===== config.mk =====
export PLATFORM = sky130hd
export DESIGN_NAME = snell_seq_divider_flat
export DESIGN_NICKNAME = d
export VERILOG_FILES = /design/src/rtl/snell_seq_divider_if.sv /design/src/rtl/snell_seq_divider.sv /design/src/flat_wrapper.sv
export SDC_FILE = /design/constraint.sdc
export NUM_CORES = 1
export LEC_CHECK = 0
export CAP_MARGIN = 20
export CORE_MARGIN = 3
export CORE_UTILIZATION = 35
export CTS_CLUSTER_DIAMETER = 30
export DETAILED_ROUTE_END_ITERATION = 6
export GPL_TIMING_DRIVEN = 1
export PLACE_DENSITY = 0.63
export RECOVER_POWER = 25
export SKIP_CTS_REPAIR_TIMING = 1
export SLEW_MARGIN = 20
export SYNTH_ARGS = -nofsm -noshare
export SYNTH_HDL_FRONTEND = slang
export SYNTH_SLANG_ARGS = --single-unit

===== constraint.sdc =====
create_clock -name clk -period 3.7 [get_ports clk]
set_input_delay 1.11 -clock clk [delete_from_list [all_inputs] [get_ports clk]]
set_output_delay 1.11 -clock clk [all_outputs]
set_load 0.01 [all_outputs]

===== src/rtl/snell_seq_divider_if.sv =====
// Start/done handshake bundle between the n2*sin(theta2) multiplier
// and the n1 divider stage.
interface snell_seq_divider_if #(
    parameter int DW = 13,
    parameter int SW = 9,
    parameter int QW = 4
);
    logic          start;
    logic [DW-1:0] dividend;
    logic [SW-1:0] divisor;
    logic          busy;
    logic          done;
    logic [QW-1:0] n1;
    logic          sat;
    logic          div_zero;

    modport master (
        output start, dividend, divisor,
        input  busy, done, n1, sat, div_zero
    );

    modport slave (
        input  start, dividend, divisor,
        output busy, done, n1, sat, div_zero
    );
endinterface


===== src/rtl/snell_seq_divider.sv =====
// Restoring divider producing n1 (q2.2) from a q3.10 product and a
// q1.8 sine, with round-half-up, saturation and divide-by-zero flag.
module snell_seq_divider #(
    parameter int DW    = 13,
    parameter int SW    = 9,
    parameter int QW    = 4,
    parameter int ROUND = 1
) (
    input  logic clk,
    input  logic rst,
    snell_seq_divider_if.slave bus
);
    localparam int CW = $clog2(DW);

    typedef enum logic [1:0] {IDLE, RUN, RND, DONE} state_t;

    state_t        state_q;
    logic [CW-1:0] cnt_q;
    logic [SW-1:0] rem_q;
    logic [DW-1:0] quo_q;
    logic [SW-1:0] dsr_q;
    logic          dz_q;
    logic [QW-1:0] res_q;
    logic          rsat_q;
    logic          busy_q;
    logic          done_q;
    logic [QW-1:0] n1_q;
    logic          sat_q;
    logic          dzo_q;

    logic [SW:0]   rem_sh_d;
    logic          ge_d;
    logic [SW-1:0] rem_d;
    logic [DW-1:0] quo_d;
    logic          rup_d;
    logic [DW:0]   qr_d;
    logic          ovf_d;

    always_comb begin
        rem_sh_d = {rem_q, quo_q[DW-1]};
        ge_d     = rem_sh_d >= {1'b0, dsr_q};
        rem_d    = ge_d ? SW'(rem_sh_d - {1'b0, dsr_q})
                        : rem_sh_d[SW-1:0];
        quo_d    = {quo_q[DW-2:0], ge_d};
        // 2R >= S at SW+1 bits decides the half-up carry
        rup_d    = (ROUND != 0) && ({rem_q, 1'b0} >= {1'b0, dsr_q});
        qr_d     = {1'b0, quo_q} + (DW+1)'(rup_d);
        ovf_d    = qr_d[DW:QW] != '0;
    end

    always_ff @(posedge clk) begin
        if (rst) begin
            state_q <= IDLE;
            cnt_q   <= '0;
            rem_q   <= '0;
            quo_q   <= '0;
            dsr_q   <= '0;
            dz_q    <= 1'b0;
            res_q   <= '0;
            rsat_q  <= 1'b0;
            busy_q  <= 1'b0;
            done_q  <= 1'b0;
            n1_q    <= '0;
            sat_q   <= 1'b0;
            dzo_q   <= 1'b0;
        end else begin
            done_q <= 1'b0;
            unique case (state_q)
                IDLE: begin
                    if (bus.start) begin
                        dsr_q <= bus.divisor;
                        quo_q <= bus.dividend;
                        rem_q <= '0;
                        cnt_q <= CW'(DW - 1);
                        if (bus.divisor == '0) begin
                            dz_q    <= 1'b1;
                            state_q <= DONE;
                        end else begin
                            dz_q    <= 1'b0;
                            busy_q  <= 1'b1;
                            state_q <= RUN;
                        end
                    end
                end
                RUN: begin
                    rem_q <= rem_d;
                    quo_q <= quo_d;
                    cnt_q <= cnt_q - 1'b1;
                    if (cnt_q == '0) state_q <= RND;
                end
                RND: begin
                    res_q   <= ovf_d ? '1 : qr_d[QW-1:0];
                    rsat_q  <= ovf_d;
                    state_q <= DONE;
                end
                DONE: begin
                    busy_q  <= 1'b0;
                    done_q  <= 1'b1;
                    n1_q    <= dz_q ? '1 : res_q;
                    sat_q   <= dz_q ? 1'b1 : rsat_q;
                    dzo_q   <= dz_q;
                    state_q <= IDLE;
                end
                default: state_q <= IDLE;
            endcase
        end
    end

    assign bus.busy     = busy_q;
    assign bus.done     = done_q;
    assign bus.n1       = n1_q;
    assign bus.sat      = sat_q;
    assign bus.div_zero = dzo_q;
endmodule

===== src/flat_wrapper.sv =====
// flat-port wrapper written by rule: the top's interface ports become plain ports
module snell_seq_divider_flat 
#(
    parameter int DW    = 13,
    parameter int SW    = 9,
    parameter int QW    = 4,
    parameter int ROUND = 1
)
  (clk, rst, bus_start, bus_dividend, bus_divisor, bus_busy, bus_done, bus_n1, bus_sat, bus_div_zero);
  snell_seq_divider_if #(.DW(DW), .SW(SW), .QW(QW)) bus_i ();
  input  logic clk;
  input  logic rst;
  input wire logic [$bits(bus_i.start)-1:0] bus_start;
  input wire logic [$bits(bus_i.dividend)-1:0] bus_dividend;
  input wire logic [$bits(bus_i.divisor)-1:0] bus_divisor;
  output wire logic [$bits(bus_i.busy)-1:0] bus_busy;
  output wire logic [$bits(bus_i.done)-1:0] bus_done;
  output wire logic [$bits(bus_i.n1)-1:0] bus_n1;
  output wire logic [$bits(bus_i.sat)-1:0] bus_sat;
  output wire logic [$bits(bus_i.div_zero)-1:0] bus_div_zero;
  assign bus_i.start = bus_start;
  assign bus_i.dividend = bus_dividend;
  assign bus_i.divisor = bus_divisor;
  assign bus_busy = bus_i.busy;
  assign bus_done = bus_i.done;
  assign bus_n1 = bus_i.n1;
  assign bus_sat = bus_i.sat;
  assign bus_div_zero = bus_i.div_zero;
  snell_seq_divider #(.DW(DW), .SW(SW), .QW(QW), .ROUND(ROUND)) u_core (.clk(clk), .rst(rst), .bus(bus_i));
endmodule

==> results of run 1 <==
==> area by class of cell <==
class	instances	area, sq um	share of cell area [%]
Clock buffer	5	68.8	2.06
Clock inverter	3	20.0	0.599
Inverter	20	75.1	2.25
Multi-Input combinational cell	245	1630	48.8
Sequential cell	51	1020	30.6
Tap cell	99	124	3.71
Timing Repair Buffer	41	400	12.0
==> metal layers <==
metal	track usage [%]	part of all wire, %	vias to the layer above
li1	-	-	1252
met1	20.0	49	1142
met2	26.1	48	28
met3	2.92	2.7	4
met4	3.25	0.43	0
met5	0	0	-
==> synth_stat cells (2+ instances only) <==
library cell,count,area share (%)
sky130_fd_sc_hd__or4_1,2,0.54
sky130_fd_sc_hd__or2_2,4,0.90
sky130_fd_sc_hd__nor2b_1,6,1.3
sky130_fd_sc_hd__a2111o_1,2,0.81
sky130_fd_sc_hd__xnor2_1,7,2.2
sky130_fd_sc_hd__dfxtp_1,51,37
sky130_fd_sc_hd__clkbuf_1,13,1.8
sky130_fd_sc_hd__a21oi_1,19,3.4
sky130_fd_sc_hd__a31oi_1,3,0.67
sky130_fd_sc_hd__nor3_1,12,2.2
sky130_fd_sc_hd__nor2_1,42,5.7
sky130_fd_sc_hd__a211oi_1,20,5.4
sky130_fd_sc_hd__o21bai_1,2,0.54
sky130_fd_sc_hd__nand2b_1,4,0.90
sky130_fd_sc_hd__ha_1,16,7.2
sky130_fd_sc_hd__o22ai_1,5,1.1
sky130_fd_sc_hd__a32oi_1,4,1.3
sky130_fd_sc_hd__nand2_1,29,3.9
sky130_fd_sc_hd__nor4_1,2,0.45
sky130_fd_sc_hd__o21ai_0,13,2.3
sky130_fd_sc_hd__xor2_1,2,0.63
sky130_fd_sc_hd__nand3_1,6,1.1
sky130_fd_sc_hd__inv_1,20,2.7
sky130_fd_sc_hd__mux2i_1,16,5.7
sky130_fd_sc_hd__o211ai_1,2,0.54
sky130_fd_sc_hd__mux2_2,2,0.81
sky130_fd_sc_hd__a21boi_0,3,0.81
sky130_fd_sc_hd__buf_1,2,0.27
sky130_fd_sc_hd__a22o_1,3,0.94
==> cell families (layout without fill, tap and decap cells) <==
logic type               count (synthesis)  in the layout  share of synthesized area (%)
XOR/XNOR                                 9              9                           2.83
AND/OR/NAND/NOR                        114            114                           19.1
buffers and inverters                   36             69                           4.89
flip-flops                              51             51                           36.6
multiplexers                            18             18                           6.55
adder cells (fa/ha/maj)                 17             17                           7.90
AO/OA/AOI/OAI                           87             87                           22.1
==> worst register-to-register path: cells and delay by family (launching register included) <==
| family | cells | cell delay (ns) |
|---|---|---|
| adders and majority gates | 3 | 0.85 |
| DFF | 1 | 0.34 |
| AOI/OAI and AO/OA | 8 | 2.02 |
| buffers and inverters | 1 | 0.04 |
==> power groups by stage <==
stage                     clock network (uW)  registers [uW]  logic, uW
final                                    326             876       1350
after detailed placement                   0             888       1350
after floorplan                            0             848       1020
after global placement                     0             883       1330
after global routing                     365             905       1520
after CTS                                341             876       1360
==> state kept, by name, summed over array words and instances, names as in the netlist <==
name and flops:
u_core.state_q 2, u_core.dz_q 1, u_core.bus.sat 1, u_core.bus.div_zero 1, u_core.rsat_q 1, u_core.bus.busy 1, u_core.cnt_q 4, u_core.quo_q 13
u_core.bus.done 1, u_core.dsr_q 9, u_core.rem_q 9, u_core.bus.n1 4, u_core.res_q 4
==> per-stage QoR <==
stage	instances	setup slack, ns
3_3_place_gp	456	0.348
4_1_cts	464	0.202
5_1_grt	464	0.0919
2_1_floorplan	332	0.563
6_report	464	0.332
3_5_place_dp	456	0.225
==> worst paths after layout <==
kind	startpoint	endpoint	slack, ns
worst max-delay path	u_core.dsr_q[3]$_SDFFE_PP0P_	u_core.res_q[3]$_SDFFE_PP0P_	0.33
worst min-delay path	u_core.dsr_q[8]$_SDFFE_PP0P_	u_core.dsr_q[8]$_SDFFE_PP0P_	0.46
worst max register to register	u_core.dsr_q[3]$_SDFFE_PP0P_	u_core.res_q[3]$_SDFFE_PP0P_	0.33
worst min register to register	u_core.dsr_q[8]$_SDFFE_PP0P_	u_core.dsr_q[8]$_SDFFE_PP0P_	0.46
==> PnR_summary.wiki, run 1 <==
{| class="wikitable"
! Metric !! Value
|-
| Reg2reg path depth || 12
|-
| Clock tree root buffer cell || sky130_fd_sc_hd__clkbuf_8
|-
| Die Y || 95.2 um
|-
| Initial Utilization || 37.2%
|-
| Fraction of the yosys area taken by sequential cells || 36.6%
|-
| Power share of the clock group || 12.8%
|-
| Flops & latches, synth || 51
|-
| Crit path buffers/inverters || 1
|-
| Achievable clock frequency || 0.297 GHz
|-
| Post-Syn Instances || 332
|-
| Top delay family on crit path || compound AO/OA/AOI/OAI gates
|-
| Design Area, Final || 0.00334 sq mm
|-
| Maximum count of clock buffers along a single path || 2
|-
| Maximum number of pins on one net before global-route repair || 46
|-
| Critical setup path kind || flip-flop to flip-flop
|-
| Post-route antenna net violation count || 0
|-
| Number of diodes added for antenna fixing || 0
|-
| Total global-route track usage || 15.3%
|-
| Async set-reset flop share out of synthesis || 0%
|-
| Final Hold Viols || 0
|-
| Drt total wl || 6470 um
|-
| Total grt overflow || 0
|-
| Cell area power density || 765 mW/mm^2
|-
| Number of fill cells in the layout || 730
|-
| Number of global-route vias before repair || 2,352
|-
| Stages on worst setup path || 12
|-
| Area growth from synthesis to final layout || 19.8%
|-
| Pin slew with the least headroom to its limit || 0.552 ns
|-
| Total number of H-tree levels || 2
|-
| Drt first-iter violations || 119
|-
| Biggest cell delay along the critical path || 0.45 ns
|-
| Net total in the final layout || 406
|-
| Endpoint arrival time on the critical path || 3.54 ns
|-
| Clock latency on the worst-skew pair || 0.31 ns
|-
| Leading cell type in the layout, fill and taps excluded || sky130_fd_sc_hd__dfxtp_1
|-
| Number of rows in the core area || 31
|-
| Die boundary width || 95.2 um
|-
| Required time of the worst setup path || 3.87 ns
|-
| Post-synth EDFFs || 0
|-
| Status || finished clean
|-
| Max IR drop VDD || 335 uV
|-
| Switching power of the nets || 1080 uW
|-
| IO Count || 33
|-
| Count of input and output buffers || 32
|-
| Minimum clock period after layout || 3.37 ns
|-
| Clock buffer count from CTS || 5
|-
| CTS tree || yes
|-
| Routed length per placed instance || 13.9 um
|-
| Internal Pwr Total || 1480 uW
|-
| Period utilisation layout || 91.0%
|-
| Cell at the slowest stage of the critical path || sky130_fd_sc_hd__a2111o_1
|-
| Share of post-route cells with drive strength above 1 || 7.95%
|-
| Total nets after synthesis || 374
|-
| RSZ-0062 raised after global routing || no
|-
| Post-layout total power || 2560 uW
|-
| Crit path launch type || flip-flop
|-
| Global-route wire length before repair || 11,000 um
|-
| Post-layout util || 44.6%
|-
| Full die area || 0.00907 sq mm
|-
| Count of unresolved DRC violations after routing || 0
|-
| Normalized max-slew margin || 62.8%
|-
| Sinks on Clock Net || 51
|-
| Count of final max-slew check failures || 0
|-
| Number of iterations in the first detailed-routing pass || 4
|-
| Total of max-cap violations || 0
|-
| Area of the core || 0.00749 sq mm
|-
| Combined area of all synthesized cells || 0.00279 sq mm
|-
| Share of total power in combinational logic || 53.0%
|-
| Crit-path most repeated cell || sky130_fd_sc_hd__ha_1
|-
| Overall via count from detail_route || 2,426
|-
| Highest-count cells in the layout ignoring fill and taps || sky130_fd_sc_hd__dfxtp_1, sky130_fd_sc_hd__nor2_1, sky130_fd_sc_hd__clkdlybuf4s50_1
|-
| Cell area reported after detailed placement || 0.00325 sq mm
|-
| Clock transition at the register clock pins on the worst setup and hold paths after CTS || 0.10 ns
|-
| Yosys warns || 0
|-
| Half-perimeter wire length of the detailed placement result || 4760 um
|-
| Setup Viol. Count Final || 0
|-
| Leakage || 0.00123 uW
|-
| Post-synthesis cell type count || 49
|-
| Switching fraction of total power || 42.2%
|-
| Seq pwr share || 34.3%
|-
| Initial antenna violation count || 0
|-
| Min Hold Slack || 0.461 ns
|-
| Final Skew || 0.00992 ns
|-
| Crit. End Element || flip-flop
|-
| CP Cell Sequence || inv_1 -> ha_1 -> a21oi_1 -> o21ai_0 -> a2111o_1 -> ha_1 -> ha_1 -> a2111oi_1 -> a31oi_1 -> a2bb2oi_1 -> a2111oi_4 -> a211oi_1
|-
| Hold Path Class || flip-flop to flip-flop
|-
| Mapped Avg Cell Area || 8.40 sq um
|-
| Peak fanout along the critical path || 5
|-
| Setup Total Neg Slack || 0 ns
|-
| Average vias per placed instance || 5.23
|-
| Last weighted congestion value of the routability-driven placer || 0.823
|-
| Top flip-flop cell by instance count after synthesis || sky130_fd_sc_hd__dfxtp_1
|-
| Hold Crit Depth || 2
|}
Power figures use the tool's default switching activity.
==> inputs of run 2 (changes only) <==
PLACE_DENSITY = 0.65   (was 0.63)
SKIP_CTS_REPAIR_TIMING = unset   (was 1)
clock period = 3.05 ns   (was 3.7 ns; I/O delays follow)
==> PnR_summary.wiki, run 2 (synthesis results as in run 1) <==
{| class="wikitable"
! Metric !! Value
|-
| Number of global-route vias before repair || 2,394 (was 2,352)
|-
| Final Hold Viols || 0 (unchanged)
|-
| Hold Path Class || flip-flop to flip-flop (unchanged)
|-
| CTS tree || yes (unchanged)
|-
| Minimum clock period after layout || 2.91 ns (was 3.37 ns)
|-
| Register ranked first by flip-flop count || u_core.quo_q (unchanged)
|-
| IO Count || 33 (unchanged)
|-
| Drt total wl || 6720 um (was 6470 um)
|-
| Critical setup path kind || flip-flop to flip-flop (unchanged)
|-
| Required time of the worst setup path || 3.25 ns (was 3.87 ns)
|-
| Count of final max-slew check failures || 0 (unchanged)
|-
| Half-perimeter wire length of the detailed placement result || 4880 um (was 4760 um)
|-
| Normalized max-slew margin || 45.7% (was 62.8%)
|-
| Total of max-cap violations || 0 (unchanged)
|-
| Pin slew with the least headroom to its limit || 0.815 ns (was 0.552 ns)
|-
| Net total in the final layout || 415 (was 406)
|-
| Peak fanout along the critical path || 5 (unchanged)
|-
| Full die area || 0.00907 sq mm (unchanged)
|-
| Crit path launch type || flip-flop (unchanged)
|-
| Post-layout total power || 3300 uW (was 2560 uW)
|-
| Final Skew || 0.00745 ns (was 0.00992 ns)
|-
| Period utilisation layout || 95.4% (was 91.0%)
|-
| Leakage || 0.00128 uW (was 0.00123 uW)
|-
| Number of rows in the core area || 31 (unchanged)
|-
| Filler-free cell count of the finished design || 473 (was 464)
|-
| Die Y || 95.2 um (unchanged)
|-
| Area occupied by registers || 0.00102 sq mm (about the same)
|-
| Placed Instances || 463 (was 456)
|-
| Total number of H-tree levels || 2 (unchanged)
|-
| Number of diodes added for antenna fixing || 0 (unchanged)
|-
| Worst slack at placement || -0.0847 ns (was 0.225 ns)
|-
| Cell area power density || 925 mW/mm^2 (was 765 mW/mm^2)
|-
| Largest registers || u_core.quo_q x13, u_core.dsr_q x9, u_core.rem_q x9 (unchanged)
|-
| Average vias per placed instance || 5.25 (was 5.23)
|-
| Clock latency on the worst-skew pair || 0.31 ns (about the same)
|-
| Overall via count from detail_route || 2,484 (was 2,426)
|-
| Area growth from synthesis to final layout || 28.0% (was 19.8%)
|-
| RSZ-0062 raised after global routing || no (unchanged)
|-
| Area of the core || 0.00749 sq mm (unchanged)
|-
| Number of fill cells in the layout || 718 (was 730)
|-
| Leading cell type in the layout, fill and taps excluded || sky130_fd_sc_hd__dfxtp_1 (unchanged)
|-
| Global-route wire length before repair || 11,200 um (was 11,000 um)
|-
| Die boundary width || 95.2 um (unchanged)
|-
| CTS Hold Bufs || 0
|-
| Crit. End Element || flip-flop (unchanged)
|-
| Drt first-iter violations || 102 (was 119)
|-
| Status || finished clean (unchanged)
|-
| Final worst-path setup slack || 0.141 ns (was 0.332 ns)
|-
| Max reg flops || 13 (unchanged)
|-
| Last weighted congestion value of the routability-driven placer || 0.803 (was 0.823)
|-
| Endpoint arrival time on the critical path || 3.10 ns (was 3.54 ns)
|-
| Setup Total Neg Slack || 0 ns (unchanged)
|-
| Total grt overflow || 0 (unchanged)
|-
| Post-route antenna net violation count || 0 (unchanged)
|-
| Clock transition at the register clock pins on the worst setup and hold paths after CTS || 0.11 ns (was 0.10 ns)
|-
| Area taken by multi-input logic gates || 0.00180 sq mm (was 0.00163 sq mm)
|-
| Initial Utilization || 37.2% (unchanged)
|-
| Clock buffer count from CTS || 5 (unchanged)
|-
| Clock tree root buffer cell || sky130_fd_sc_hd__clkbuf_8 (unchanged)
|-
| Maximum count of clock buffers along a single path || 2 (unchanged)
|-
| Total global-route track usage || 15.6% (was 15.3%)
|-
| Achievable clock frequency || 0.344 GHz (was 0.297 GHz)
|-
| Routed length per placed instance || 14.2 um (was 13.9 um)
|-
| Number of iterations in the first detailed-routing pass || 4 (unchanged)
|-
| Share of post-route cells with drive strength above 1 || 14.7% (was 7.95%)
|-
| Highest-count cells in the layout ignoring fill and taps || sky130_fd_sc_hd__dfxtp_1, sky130_fd_sc_hd__nor2_1, sky130_fd_sc_hd__clkdlybuf4s50_1 (unchanged)
|-
| Sinks on Clock Net || 51 (unchanged)
|-
| Post-layout util || 47.7% (was 44.6%)
|-
| Maximum number of pins on one net before global-route repair || 30 (was 46)
|-
| Count of input and output buffers || 32 (unchanged)
|-
| Setup Viol. Count Final || 0 (unchanged)
|-
| Max IR drop VDD || 400 uV (was 335 uV)
|-
| Initial antenna violation count || 0 (unchanged)
|-
| Count of unresolved DRC violations after routing || 0 (unchanged)
|}
[run 2: cell type report]
class,count,area share (%)
Clock buffer,5,1.93
Clock inverter,3,0.772
Inverter,20,2.10
Multi-Input combinational cell,245,50.4
Sequential cell,51,28.7
Tap cell,99,3.47
Timing Repair Buffer,50,12.6
[run 2: through the flow]
step | area (sq um) | hold slack, ns
3_3_place_gp | 3300 | 0.445
5_1_grt | 3570 | 0.493
3_5_place_dp | 3300 | 0.451
6_report | 3570 | 0.463
4_1_cts | 3490 | 0.466
2_1_floorplan | 2790 | 0.436
[run 2: where the power goes]
part / internal [uW] / leakage, uW / total (uW) / switching, uW
Clock: 171 / 0.0000467 / 435 / 264
Combinational: 857 / 0.000818 / 1780 / 923
Sequential: 861 / 0.000419 / 1090 / 225
[run 2: final timing paths]
kind	end	slack [ns]	start	depth (start not counted)
max	u_core.res_q[0]$_SDFFE_PP0P_	0.14	u_core.dsr_q[7]$_SDFFE_PP0P_	12
min	u_core.dsr_q[6]$_SDFFE_PP0P_	0.46	u_core.dsr_q[6]$_SDFFE_PP0P_	2
max reg2reg	u_core.res_q[0]$_SDFFE_PP0P_	0.14	u_core.dsr_q[7]$_SDFFE_PP0P_	12
min reg2reg	u_core.dsr_q[6]$_SDFFE_PP0P_	0.46	u_core.dsr_q[6]$_SDFFE_PP0P_	2
[run 2: timing repair]
| action | 4_1_cts | 5_1_grt |
|---|---|---|
| endpoints found under the setup margin | 5 | 5 |
| pin swaps | 2 | 6 |
| gates resized for setup | 10 | 14 |
| buffers inserted | 1 | 1 |
[run 2: layer usage]
layer	track usage [%]	vias to the layer above	share of wire, %
li1	-	1271	-
met2	27.2	41	49
met3	2.92	6	3.3
met4	4.09	0	1.1
met1	19.8	1166	46
met5	0	-	0
[run 2: worst max-delay path: stages (launching register included)]
cell	delay, ns
sky130_fd_sc_hd__dfxtp_1	0.35
sky130_fd_sc_hd__inv_1	0.07
sky130_fd_sc_hd__ha_4	0.28
sky130_fd_sc_hd__nand3_1	0.11
sky130_fd_sc_hd__nor3_2	0.23
sky130_fd_sc_hd__a2111o_1	0.23
sky130_fd_sc_hd__ha_4	0.16
sky130_fd_sc_hd__buf_4	0.12
sky130_fd_sc_hd__nand3_2	0.09
sky130_fd_sc_hd__or4b_4	0.55
sky130_fd_sc_hd__a2111oi_4	0.34
sky130_fd_sc_hd__buf_4	0.19
sky130_fd_sc_hd__a211oi_1	0.07
==> inputs of run 3 (changes only) <==
PLACE_DENSITY = 0.63   (was 0.65)
clock period = 3.4 ns   (was 3.05 ns; I/O delays follow)
==> PnR_summary.wiki, run 3 (synthesis results as in run 1) <==
{| class="wikitable"
! Metric !! Value
|-
| Post-layout util || 44.7% (was 47.7%)
|-
| Required time of the worst setup path || 3.59 ns (was 3.25 ns)
|-
| Total of max-cap violations || 0 (unchanged)
|-
| Routed length per placed instance || 14.0 um (was 14.2 um)
|-
| GR Layer Usage met1 || 20.8% (was 19.8%)
|-
| Hold Path Class || flip-flop to flip-flop (unchanged)
|-
| Crit path launch type || flip-flop (unchanged)
|-
| Highest-count cells in the layout ignoring fill and taps || sky130_fd_sc_hd__dfxtp_1, sky130_fd_sc_hd__nor2_1, sky130_fd_sc_hd__clkdlybuf4s50_1 (unchanged)
|-
| Peak fanout along the critical path || 5 (unchanged)
|-
| Total global-route track usage || 15.8% (was 15.6%)
|-
| Last weighted congestion value of the routability-driven placer || 0.863 (was 0.803)
|-
| RSZ-0062 raised after global routing || no (unchanged)
|-
| Number of iterations in the first detailed-routing pass || 4 (unchanged)
|-
| Count of final max-slew check failures || 0 (unchanged)
|-
| Clock tree root buffer cell || sky130_fd_sc_hd__clkbuf_8 (unchanged)
|-
| GR Util met3 || 3.08% (was 2.92%)
|-
| Status || finished clean (unchanged)
|-
| Drt total wl || 6490 um (was 6720 um)
|-
| Sinks on Clock Net || 51 (unchanged)
|-
| Number of gates given a new drive strength after cts || 0 (was 10)
|-
| Max IR drop VDD || 365 uV (was 400 uV)
|-
| CTS Hold Bufs || 0 (unchanged)
|-
| Endpoint arrival time on the critical path || 3.32 ns (was 3.10 ns)
|-
| Drt first-iter violations || 107 (was 102)
|-
| Area growth from synthesis to final layout || 20.1% (was 28.0%)
|-
| Overall via count from detail_route || 2,446 (was 2,484)
|-
| Post-layout total power || 2800 uW (was 3300 uW)
|-
| Half-perimeter wire length of the detailed placement result || 4850 um (was 4880 um)
|-
| Pin slew with the least headroom to its limit || 1.04 ns (was 0.815 ns)
|-
| Post-route antenna net violation count || 0 (unchanged)
|-
| Achievable clock frequency || 0.319 GHz (was 0.344 GHz)
|-
| Layer with the highest usage || met2 (unchanged)
|-
| Cell area power density || 835 mW/mm^2 (was 925 mW/mm^2)
|-
| Clock transition at the register clock pins on the worst setup and hold paths after CTS || 0.10 ns (was 0.11 ns)
|-
| Setup Viol. Count Final || 0 (unchanged)
|-
| Met2 Use GR || 25.8% (was 27.2%)
|-
| Full die area || 0.00907 sq mm (unchanged)
|-
| Setup Total Neg Slack || 0 ns (unchanged)
|-
| Clock buffer count from CTS || 5 (unchanged)
|-
| Total grt overflow || 0 (unchanged)
|-
| Number of rows in the core area || 31 (unchanged)
|-
| Register ranked first by flip-flop count || u_core.quo_q (unchanged)
|-
| Total number of H-tree levels || 2 (unchanged)
|-
| Final Hold Viols || 0 (unchanged)
|-
| Number of diodes added for antenna fixing || 0 (unchanged)
|-
| Initial antenna violation count || 0 (unchanged)
|-
| Leakage || 0.00124 uW (was 0.00128 uW)
|-
| Global-route wire length before repair || 11,300 um (was 11,200 um)
|-
| Leading cell type in the layout, fill and taps excluded || sky130_fd_sc_hd__dfxtp_1 (unchanged)
|-
| Maximum count of clock buffers along a single path || 2 (unchanged)
|-
| Number of global-route vias before repair || 2,403 (was 2,394)
|-
| Clock latency on the worst-skew pair || 0.31 ns (about the same)
|-
| Critical setup path kind || flip-flop to flip-flop (unchanged)
|-
| Share of post-route cells with drive strength above 1 || 7.92% (was 14.7%)
|-
| IO Count || 33 (unchanged)
|-
| Count of unresolved DRC violations after routing || 0 (unchanged)
|-
| Postcts setup bufs || 0 (was 1)
|-
| Initial Utilization || 37.2% (unchanged)
|-
| Maximum number of pins on one net before global-route repair || 35 (was 30)
|-
| Die Y || 95.2 um (unchanged)
|-
| Period utilisation layout || 92.1% (was 95.4%)
|-
| Die boundary width || 95.2 um (unchanged)
|-
| Count of input and output buffers || 32 (unchanged)
|-
| Net total in the final layout || 407 (was 415)
|-
| Area of the core || 0.00749 sq mm (unchanged)
|-
| Average vias per placed instance || 5.26 (was 5.25)
|-
| Minimum clock period after layout || 3.13 ns (was 2.91 ns)
|-
| Largest registers || u_core.quo_q x13, u_core.dsr_q x9, u_core.rem_q x9 (unchanged)
|-
| Normalized max-slew margin || 30.9% (was 45.7%)
|-
| Max reg flops || 13 (unchanged)
|-
| Final Skew || 0.0133 ns (was 0.00745 ns)
|-
| CTS tree || yes (unchanged)
|-
| Crit. End Element || flip-flop (unchanged)
|}
-- run 3: cell types whose count changed in the layout (fill, tap and decap cells not counted), moves of 2 or more --
cell                      delta
sky130_fd_sc_hd__buf_4       -7
sky130_fd_sc_hd__a21oi_2     -2
sky130_fd_sc_hd__ha_1        +9
sky130_fd_sc_hd__dfxtp_1     +3
sky130_fd_sc_hd__dfxtp_2     -3
sky130_fd_sc_hd__ha_4        -9
sky130_fd_sc_hd__a21oi_1     +3
-- run 3: worst paths after layout --
path,startpoint,endpoint,slack (ns),depth (start not counted)
hold reg to reg,u_core.dsr_q[5]$_SDFFE_PP0P_,u_core.dsr_q[5]$_SDFFE_PP0P_,0.46,2
hold / removal,u_core.dsr_q[5]$_SDFFE_PP0P_,u_core.dsr_q[5]$_SDFFE_PP0P_,0.46,2
setup reg to reg,u_core.dsr_q[3]$_SDFFE_PP0P_,u_core.res_q[2]$_SDFFE_PP0P_,0.27,12
setup / recovery,u_core.dsr_q[3]$_SDFFE_PP0P_,u_core.res_q[2]$_SDFFE_PP0P_,0.27,12
-- run 3: layout make-up --
class / instances / area (sq um)
Clock inverter: 2 / 16.3
Inverter: 20 / 75.1
Sequential cell: 51 / 1020
Clock buffer: 6 / 82.6
Tap cell: 99 / 124
Multi-Input combinational cell: 245 / 1640
Fill cell: 742 / 4140
Timing Repair Buffer: 42 / 392
-- run 3: power breakdown --
part	internal, uW	leakage [uW]	total, uW	switching [uW]
combinational	689	0.000773	1460	769
clock	167	0.0000474	379	212
sequential	772	0.000418	958	187
-- run 3: stage by stage --
stage	hold WS (ns)	std cells	area (sq um)	setup WS [ns]
floorplan	0.436	332	2790	0.263
finish	0.459	465	3350	0.269
global placement	0.444	457	3250	0.211
global route	0.499	465	3350	0.0233
CTS	0.464	465	3340	0.0259
detailed placement	0.451	457	3250	0.0728
-- run 3: worst max-delay path, stage by stage, from the launching register on --
cell	delay [ns]
sky130_fd_sc_hd__dfxtp_1	0.34
sky130_fd_sc_hd__inv_1	0.05
sky130_fd_sc_hd__ha_1	0.33
sky130_fd_sc_hd__a21oi_1	0.19
sky130_fd_sc_hd__o21ai_0	0.11
sky130_fd_sc_hd__a2111o_1	0.43
sky130_fd_sc_hd__ha_1	0.21
sky130_fd_sc_hd__ha_1	0.26
sky130_fd_sc_hd__a2111oi_2	0.37
sky130_fd_sc_hd__a31oi_1	0.07
sky130_fd_sc_hd__a2bb2oi_1	0.18
sky130_fd_sc_hd__a2111oi_4	0.34
sky130_fd_sc_hd__a211oi_1	0.14
-- run 3: layer usage --
metal  vias to the layer above  wire length [um]
met2                        42              3050
met1                      1147              3110
met3                         8               240
met4                         0                87
met5                         -                 0
li1                       1249                 -
